==> src/rtl/alu_arbiter_if.sv <==
// alu_arbiter_if
//   Bundles every signal between two requesters, the shared ALU and the
//   alu_arbiter block.
//   master : requester / ALU side (drives requests, response accepts, ALU result)
//   slave  : alu_arbiter side (drives request accepts, responses, ALU operands)
//   Signals:
//     req0_*/req1_*  : valid, ready, op1, op2, ctrl per requester
//     rsp_valid[1:0] : per-requester result valid, rsp_ready[1:0] per-requester accept
//     rsp_data/zero/err : shared result, qualified by rsp_valid
//     alu_op1/op2/ctrl  : to ALU, alu_out/alu_zero : from ALU
interface alu_arbiter_if #(
  parameter int WIDTH  = 32,
  parameter int CTRL_W = 4
);
  logic              req0_valid;
  logic              req0_ready;
  logic [WIDTH-1:0]  req0_op1;
  logic [WIDTH-1:0]  req0_op2;
  logic [CTRL_W-1:0] req0_ctrl;
  logic              req1_valid;
  logic              req1_ready;
  logic [WIDTH-1:0]  req1_op1;
  logic [WIDTH-1:0]  req1_op2;
  logic [CTRL_W-1:0] req1_ctrl;
  logic [1:0]        rsp_valid;
  logic [1:0]        rsp_ready;
  logic [WIDTH-1:0]  rsp_data;
  logic              rsp_zero;
  logic              rsp_err;
  logic [WIDTH-1:0]  alu_op1;
  logic [WIDTH-1:0]  alu_op2;
  logic [CTRL_W-1:0] alu_ctrl;
  logic [WIDTH-1:0]  alu_out;
  logic              alu_zero;

  modport master (
    output req0_valid, req0_op1, req0_op2, req0_ctrl,
    output req1_valid, req1_op1, req1_op2, req1_ctrl,
    input  req0_ready, req1_ready,
    input  rsp_valid, rsp_data, rsp_zero, rsp_err,
    output rsp_ready,
    input  alu_op1, alu_op2, alu_ctrl,
    output alu_out, alu_zero
  );

  modport slave (
    input  req0_valid, req0_op1, req0_op2, req0_ctrl,
    input  req1_valid, req1_op1, req1_op2, req1_ctrl,
    output req0_ready, req1_ready,
    output rsp_valid, rsp_data, rsp_zero, rsp_err,
    input  rsp_ready,
    output alu_op1, alu_op2, alu_ctrl,
    input  alu_out, alu_zero
  );
endinterface

==> src/rtl/alu_arbiter.sv <==
// alu_arbiter
//   Shares one combinational ALU between two requesters. A request is
//   accepted in IDLE (operands latched), the ALU is evaluated in EXEC
//   (result captured), and the result is held in RESP until the winning
//   requester accepts it. One operation per three cycles at best.
//   Ports:
//     clk  : rising-edge clock
//     rst  : synchronous active-high reset
//     bus  : alu_arbiter_if.slave (requests, responses, ALU operand/result)
//   Configuration macro ALU_ARB_FIXED_PRIO_EN:
//     defined   -> port 0 always wins a tie
//     undefined -> round-robin on ties (last_grant resets to 1, so port 0 wins first)
module alu_arbiter #(
  parameter int WIDTH  = 32,
  parameter int CTRL_W = 4
) (
  input logic        clk,
  input logic        rst,
  alu_arbiter_if.slave bus
);

  typedef enum logic [1:0] {
    ST_IDLE = 2'd0,
    ST_EXEC = 2'd1,
    ST_RESP = 2'd2
  } state_t;

  state_t            state_r;
  state_t            state_s;
  logic              grant_s;
  logic              any_valid_s;
  logic              req0_ready_s;
  logic              req1_ready_s;
  logic              grant_r;
  logic [WIDTH-1:0]  op1_r;
  logic [WIDTH-1:0]  op2_r;
  logic [CTRL_W-1:0] ctrl_r;
  logic [1:0]        rsp_valid_r;
  logic [WIDTH-1:0]  data_r;
  logic              zero_r;
  logic              err_r;

  // ALU control codes are defined as 4-bit patterns; anything else is reported as an error
  function automatic logic is_legal_ctrl(input logic [CTRL_W-1:0] code);
    logic legal;
    case (code)
      4'b0000, 4'b1001, 4'b0001, 4'b0010, 4'b0011,
      4'b0100, 4'b0101, 4'b1101, 4'b0110, 4'b0111: legal = 1'b1;
      default:                                     legal = 1'b0;
    endcase
    return legal;
  endfunction

  assign any_valid_s = bus.req0_valid | bus.req1_valid;

`ifdef ALU_ARB_FIXED_PRIO_EN
  // Fixed priority: port 1 only wins when port 0 is not asking
  always_comb begin
    grant_s = 1'b0;
    if (bus.req0_valid) begin
      grant_s = 1'b0;
    end else if (bus.req1_valid) begin
      grant_s = 1'b1;
    end else begin
      grant_s = 1'b0;
    end
  end
`else
  logic last_grant_r;

  // Round-robin: on a tie the port that was not served last wins
  always_comb begin
    grant_s = 1'b0;
    if (bus.req0_valid && bus.req1_valid) begin
      grant_s = ~last_grant_r;
    end else if (bus.req1_valid) begin
      grant_s = 1'b1;
    end else begin
      grant_s = 1'b0;
    end
  end

  // last_grant only moves once a response has been accepted
  always_ff @(posedge clk) begin
    if (rst) begin
      last_grant_r <= 1'b1;
    end else if (state_r == ST_RESP && bus.rsp_ready[grant_r]) begin
      last_grant_r <= grant_r;
    end
  end
`endif

  // FSM state register
  always_ff @(posedge clk) begin
    if (rst) begin
      state_r <= ST_IDLE;
    end else begin
      state_r <= state_s;
    end
  end

  // FSM next state and combinational request accept (IDLE only)
  always_comb begin
    state_s      = state_r;
    req0_ready_s = 1'b0;
    req1_ready_s = 1'b0;
    case (state_r)
      ST_IDLE: begin
        if (any_valid_s) begin
          state_s      = ST_EXEC;
          req0_ready_s = ~grant_s;
          req1_ready_s = grant_s;
        end else begin
          state_s = ST_IDLE;
        end
      end
      ST_EXEC: state_s = ST_RESP;
      ST_RESP: begin
        // the accept bit of the non-granted port has no effect
        if (bus.rsp_ready[grant_r]) begin
          state_s = ST_IDLE;
        end else begin
          state_s = ST_RESP;
        end
      end
      default: state_s = ST_IDLE;
    endcase
  end

  // Operand latch, result capture and response valid
  always_ff @(posedge clk) begin
    if (rst) begin
      grant_r     <= 1'b0;
      op1_r       <= {WIDTH{1'b0}};
      op2_r       <= {WIDTH{1'b0}};
      ctrl_r      <= {CTRL_W{1'b0}};
      rsp_valid_r <= 2'b00;
      data_r      <= {WIDTH{1'b0}};
      zero_r      <= 1'b0;
      err_r       <= 1'b0;
    end else begin
      case (state_r)
        ST_IDLE: begin
          if (any_valid_s) begin
            grant_r <= grant_s;
            op1_r   <= grant_s ? bus.req1_op1  : bus.req0_op1;
            op2_r   <= grant_s ? bus.req1_op2  : bus.req0_op2;
            ctrl_r  <= grant_s ? bus.req1_ctrl : bus.req0_ctrl;
          end
        end
        ST_EXEC: begin
          // an illegal code never lets the ALU output through
          if (is_legal_ctrl(ctrl_r)) begin
            data_r <= bus.alu_out;
            zero_r <= bus.alu_zero;
            err_r  <= 1'b0;
          end else begin
            data_r <= {WIDTH{1'b0}};
            zero_r <= 1'b0;
            err_r  <= 1'b1;
          end
          rsp_valid_r <= grant_r ? 2'b10 : 2'b01;
        end
        ST_RESP: begin
          if (bus.rsp_ready[grant_r]) begin
            rsp_valid_r <= 2'b00;
          end
        end
        default: begin
          rsp_valid_r <= 2'b00;
        end
      endcase
    end
  end

  // ALU inputs come straight from the latches so they stay quiet between operations
  assign bus.alu_op1    = op1_r;
  assign bus.alu_op2    = op2_r;
  assign bus.alu_ctrl   = ctrl_r;
  assign bus.req0_ready = req0_ready_s;
  assign bus.req1_ready = req1_ready_s;
  assign bus.rsp_valid  = rsp_valid_r;
  assign bus.rsp_data   = data_r;
  assign bus.rsp_zero   = zero_r;
  assign bus.rsp_err    = err_r;

endmodule
==> src/flat_wrapper.sv <==
// flat-port wrapper written by rule: the top's interface ports become plain ports
module alu_arbiter_flat 
#(
  parameter int WIDTH  = 32,
  parameter int CTRL_W = 4
)
  (clk, rst, bus_req0_valid, bus_req0_op1, bus_req0_op2, bus_req0_ctrl, bus_req1_valid, bus_req1_op1, bus_req1_op2, bus_req1_ctrl, bus_req0_ready, bus_req1_ready, bus_rsp_valid, bus_rsp_data, bus_rsp_zero, bus_rsp_err, bus_rsp_ready, bus_alu_op1, bus_alu_op2, bus_alu_ctrl, bus_alu_out, bus_alu_zero);
  alu_arbiter_if #(.WIDTH(WIDTH), .CTRL_W(CTRL_W)) bus_i ();
  input logic clk;
  input logic rst;
  input wire logic [$bits(bus_i.req0_valid)-1:0] bus_req0_valid;
  input wire logic [$bits(bus_i.req0_op1)-1:0] bus_req0_op1;
  input wire logic [$bits(bus_i.req0_op2)-1:0] bus_req0_op2;
  input wire logic [$bits(bus_i.req0_ctrl)-1:0] bus_req0_ctrl;
  input wire logic [$bits(bus_i.req1_valid)-1:0] bus_req1_valid;
  input wire logic [$bits(bus_i.req1_op1)-1:0] bus_req1_op1;
  input wire logic [$bits(bus_i.req1_op2)-1:0] bus_req1_op2;
  input wire logic [$bits(bus_i.req1_ctrl)-1:0] bus_req1_ctrl;
  output wire logic [$bits(bus_i.req0_ready)-1:0] bus_req0_ready;
  output wire logic [$bits(bus_i.req1_ready)-1:0] bus_req1_ready;
  output wire logic [$bits(bus_i.rsp_valid)-1:0] bus_rsp_valid;
  output wire logic [$bits(bus_i.rsp_data)-1:0] bus_rsp_data;
  output wire logic [$bits(bus_i.rsp_zero)-1:0] bus_rsp_zero;
  output wire logic [$bits(bus_i.rsp_err)-1:0] bus_rsp_err;
  input wire logic [$bits(bus_i.rsp_ready)-1:0] bus_rsp_ready;
  output wire logic [$bits(bus_i.alu_op1)-1:0] bus_alu_op1;
  output wire logic [$bits(bus_i.alu_op2)-1:0] bus_alu_op2;
  output wire logic [$bits(bus_i.alu_ctrl)-1:0] bus_alu_ctrl;
  input wire logic [$bits(bus_i.alu_out)-1:0] bus_alu_out;
  input wire logic [$bits(bus_i.alu_zero)-1:0] bus_alu_zero;
  assign bus_i.req0_valid = bus_req0_valid;
  assign bus_i.req0_op1 = bus_req0_op1;
  assign bus_i.req0_op2 = bus_req0_op2;
  assign bus_i.req0_ctrl = bus_req0_ctrl;
  assign bus_i.req1_valid = bus_req1_valid;
  assign bus_i.req1_op1 = bus_req1_op1;
  assign bus_i.req1_op2 = bus_req1_op2;
  assign bus_i.req1_ctrl = bus_req1_ctrl;
  assign bus_req0_ready = bus_i.req0_ready;
  assign bus_req1_ready = bus_i.req1_ready;
  assign bus_rsp_valid = bus_i.rsp_valid;
  assign bus_rsp_data = bus_i.rsp_data;
  assign bus_rsp_zero = bus_i.rsp_zero;
  assign bus_rsp_err = bus_i.rsp_err;
  assign bus_i.rsp_ready = bus_rsp_ready;
  assign bus_alu_op1 = bus_i.alu_op1;
  assign bus_alu_op2 = bus_i.alu_op2;
  assign bus_alu_ctrl = bus_i.alu_ctrl;
  assign bus_i.alu_out = bus_alu_out;
  assign bus_i.alu_zero = bus_alu_zero;
  alu_arbiter #(.WIDTH(WIDTH), .CTRL_W(CTRL_W)) u_core (.clk(clk), .rst(rst), .bus(bus_i));
endmodule
==> config.mk <==
export PLATFORM = sky130hd
export DESIGN_NAME = alu_arbiter_flat
export DESIGN_NICKNAME = d
export VERILOG_FILES = /design/src/rtl/alu_arbiter_if.sv /design/src/rtl/alu_arbiter.sv /design/src/flat_wrapper.sv
export SDC_FILE = /design/constraint.sdc
export NUM_CORES = 1
export LEC_CHECK = 0
export BUFFER_PORTS_ARGS = -buffer_cell sky130_fd_sc_hd__buf_2
export CAP_MARGIN = 20
export CORE_AREA = 2 2 108 110
export DETAILED_ROUTE_END_ITERATION = 10
export DIE_AREA = 0 0 110 112
export GPL_TIMING_DRIVEN = 0
export PLACE_DENSITY = 0.84
export SLEW_MARGIN = 30
export SYNTH_ARGS = -nofsm -noshare
export SYNTH_HDL_FRONTEND = slang
export SYNTH_SLANG_ARGS = --single-unit
==> constraint.sdc <==
create_clock -name clk -period 1.3 [get_ports clk]
set_clock_uncertainty 0.05 [all_clocks]
set_input_delay 0.195 -clock clk [delete_from_list [all_inputs] [get_ports clk]]
set_output_delay 0.195 -clock clk [all_outputs]
set_load 0.05 [all_outputs]
==> metrics.yaml <==
outcome:
  status: "finished, violations left"
  violations: "negative setup slack"
clocking:
  clkTransAtPathRegs_ps: 70
  cts_hold_repair.buffers: 0
  cts_tree: "done"
  clock_latency_ps: 340
  cts_sinks: 109
  cts_buffers: 9
  root_buffer: "clkbuf_16"
  htreeDepth: 3
  clockBufferDepth: 2
cells_and_area:
  instances_no_fill: 891
  nets: 917
  area_delta_synth_final_pct: 68.7
  drive_gt1_share_pct: 57.4
  fillers: 947
  fin_area_um2: 6770
pwr:
  vdd_drop_max_mv: 0.927
  powerDensity_nw_per_um2: 1380
  p_leak_nw: 3.15
  power_mw: 9.37
placed_design:
  dpl-instance-area_um2: 5660
  placed_cells: 846
  portBuffers: 279
  dp.final_hpwl_um: 10600
  gp_congestion: 0.795
route:
  drc_errors: 0
  drt-total-wl_um: 15900
  vias: 4843
  vias_per_cell: 5.44
  ant_nets: 0
  dr.pass1.iters: 7
  drt_iter0_markers: 511
  wl_per_cell_um: 17.8
sta:
  fin_crit_ps: 1590
  clock.fmax_mhz: 628
  slew_viol_final: 0
  timing.final.crit_share_pct: 123
  setup_viol: 108
  relSlewSlack_pct: 55.3
  tns_ps: -15740
  worst_pin_slew_ps: 670
  finalHoldViolations: 0
  rsz0062_at_grt: "yes"
  setup_ws_ps: -293
yosys:
  synth.most_common_cell: "dfxtp_1"
  synth_nets: 599
  netlist_top_cells_area: "dfxtp_1 54%, a222oi_1 16%, nor2_1 7.0%"
  synth_area_leader_cell: "dfxtp_1"
  ys_top_cells_by_count: "109 x dfxtp_1, 75 x nor2_1, 64 x a222oi_1"
  synth_cells: 424
  netlist_area_um2: 4020
  yosys_most_used_dff: "dfxtp_1"
  synth_cell_type_count: 28
  synth_seq_cells: 109
  ys_warn_count: 0
  async_flop_share_pct: 0
  synth_edf_count: 0
  ys_seq_area_share_pct: 54.3
  avgSynthCellArea_um2: 9.47
  synth_top_area_share_pct: 54.3
grt:
  gr-total-overflow: 0
  antenna_found_initial: 1
  grt_max_degree: 17
  grt_use_total_pct: 22.3
  grt_pass1_wl_um: 21300
  first_global_vias: 4281
setup_path:
  reg2reg_depth: 7
  path_class: "reg -> out"
  cp-end-kind: "output port"
  start_kind: "register"
  crit_required_ps: 1050
  cp_data_arrival_time_ps: 1350
  cp_max_fo: 5
  rr_startpoint: "u_core.state_r[1]"
  crit_path_start: "u_core.last_grant_r"
  r2r_slack_ps: -250
worst_hold_path:
  min_from: "bus_alu_out[2]"
  min_path_type: "in -> reg"
  min_path_cells: 3
floorplan:
  rows: 39
  die-height_um: 112
  die_w_um: 110
  die_area_um2: 12300
  core_area_um2: 11200
  start_util_pct: 35.9
  boundaryPins: 281
job:
  max-cap-violations: 0
## path summary, 6_finish.rpt
path | end
max | bus_req0_ready
min | u_core.bus.rsp_data[2]
min reg2reg | u_core.bus.rsp_data[15]
max reg2reg | u_core.bus.alu_op1[31]
## critical path: stages (launching register included)
cell	delay (ps)
dfxtp_2	380
nand2b_4	140
and3_4	210
clkbuf_16	150
buf_12	130
## layer usage
metal  up-vias  track usage (%)  share of wire (%)
met3        24             6.38                9.5
met1      2298             27.0                 38
met2       276             38.0                 50
li1       2245                -                  -
met4         0             6.08                1.7
met5         -                0                  0
## cells in the final DEF, fill, tap and decap left out, types with 12 or more instances in the layout
| cell type | count |
|---|---|
| buf_2 | 280 |
| dfxtp_1 | 106 |
| nor2_1 | 73 |
| a222oi_1 | 64 |
| nand2_1 | 34 |
| a21oi_2 | 26 |
| buf_6 | 22 |
| nand3_2 | 22 |
| clkbuf_1 | 15 |
| buf_4 | 15 |
| clkbuf_16 | 12 |
## layout make-up
type                       count  area [µm²]  area share (%)
inverter                       1        3.75          0.0554
buffer                        44         392            5.78
timing repair buffer         308        1730            25.6
clock inverter                 4        23.8           0.351
multi-input combinational    269        2010            29.7
clock buffer                  12         236            3.49
sequential                   109        2190            32.3
antenna                        1        2.50          0.0369
tap                          143         179            2.64
## kinds of logic (layout without fill, tap and decap cells)
kind of cell    Yosys count  in the layout  synth area share [%]
other cells               0              1                     0
mux                       3              3                 0.748
compound gates          113            113                  22.9
buf+inv                  46            369                  5.92
simple gates            153            153                  16.1
flops                   109            109                  54.3
## registers in the layout, indices dropped and copies added (netlist names), named ones only
signal / count
u_core.bus.alu_op1: 32
u_core.bus.alu_op2: 32
u_core.bus.rsp_data: 32
u_core.bus.alu_ctrl: 4
u_core.bus.rsp_valid: 2
u_core.state_r: 2
u_core.bus.rsp_err: 1
u_core.bus.rsp_zero: 1
u_core.grant_r: 1
u_core.last_grant_r: 1
## metrics by stage
| step | hold WS, ps | worst slack (ps) | utilization [%] |
|---|---|---|---|
| 2_1_floorplan | 283 | -69.4 | - |
| 3_3_place_gp | 385 | -711 | 50.6 |
| 3_5_place_dp | 393 | -692 | 50.6 |
| 4_1_cts | 41.6 | -263 | 55.8 |
| 5_1_grt | 52.8 | -354 | 60.6 |
| 6_report | 60.2 | -293 | 60.6 |
## power by group
part | total, mW | internal [mW] | switching (mW)
clock | 2.48 | 1.30 | 1.18
sequential | 3.79 | 3.62 | 0.163
combinational | 3.10 | 1.12 | 1.98
total | 9.37 | 6.04 | 3.33
## repair_timing
action | CTS | global route
pin swaps | 19 | 69
gates resized for setup | 52 | 91
gates cloned | 3 | 2
buffers inserted | 16 | 8
setup endpoints to repair | 99 | 107
Note: power is estimated with default switching activity, not from simulation.
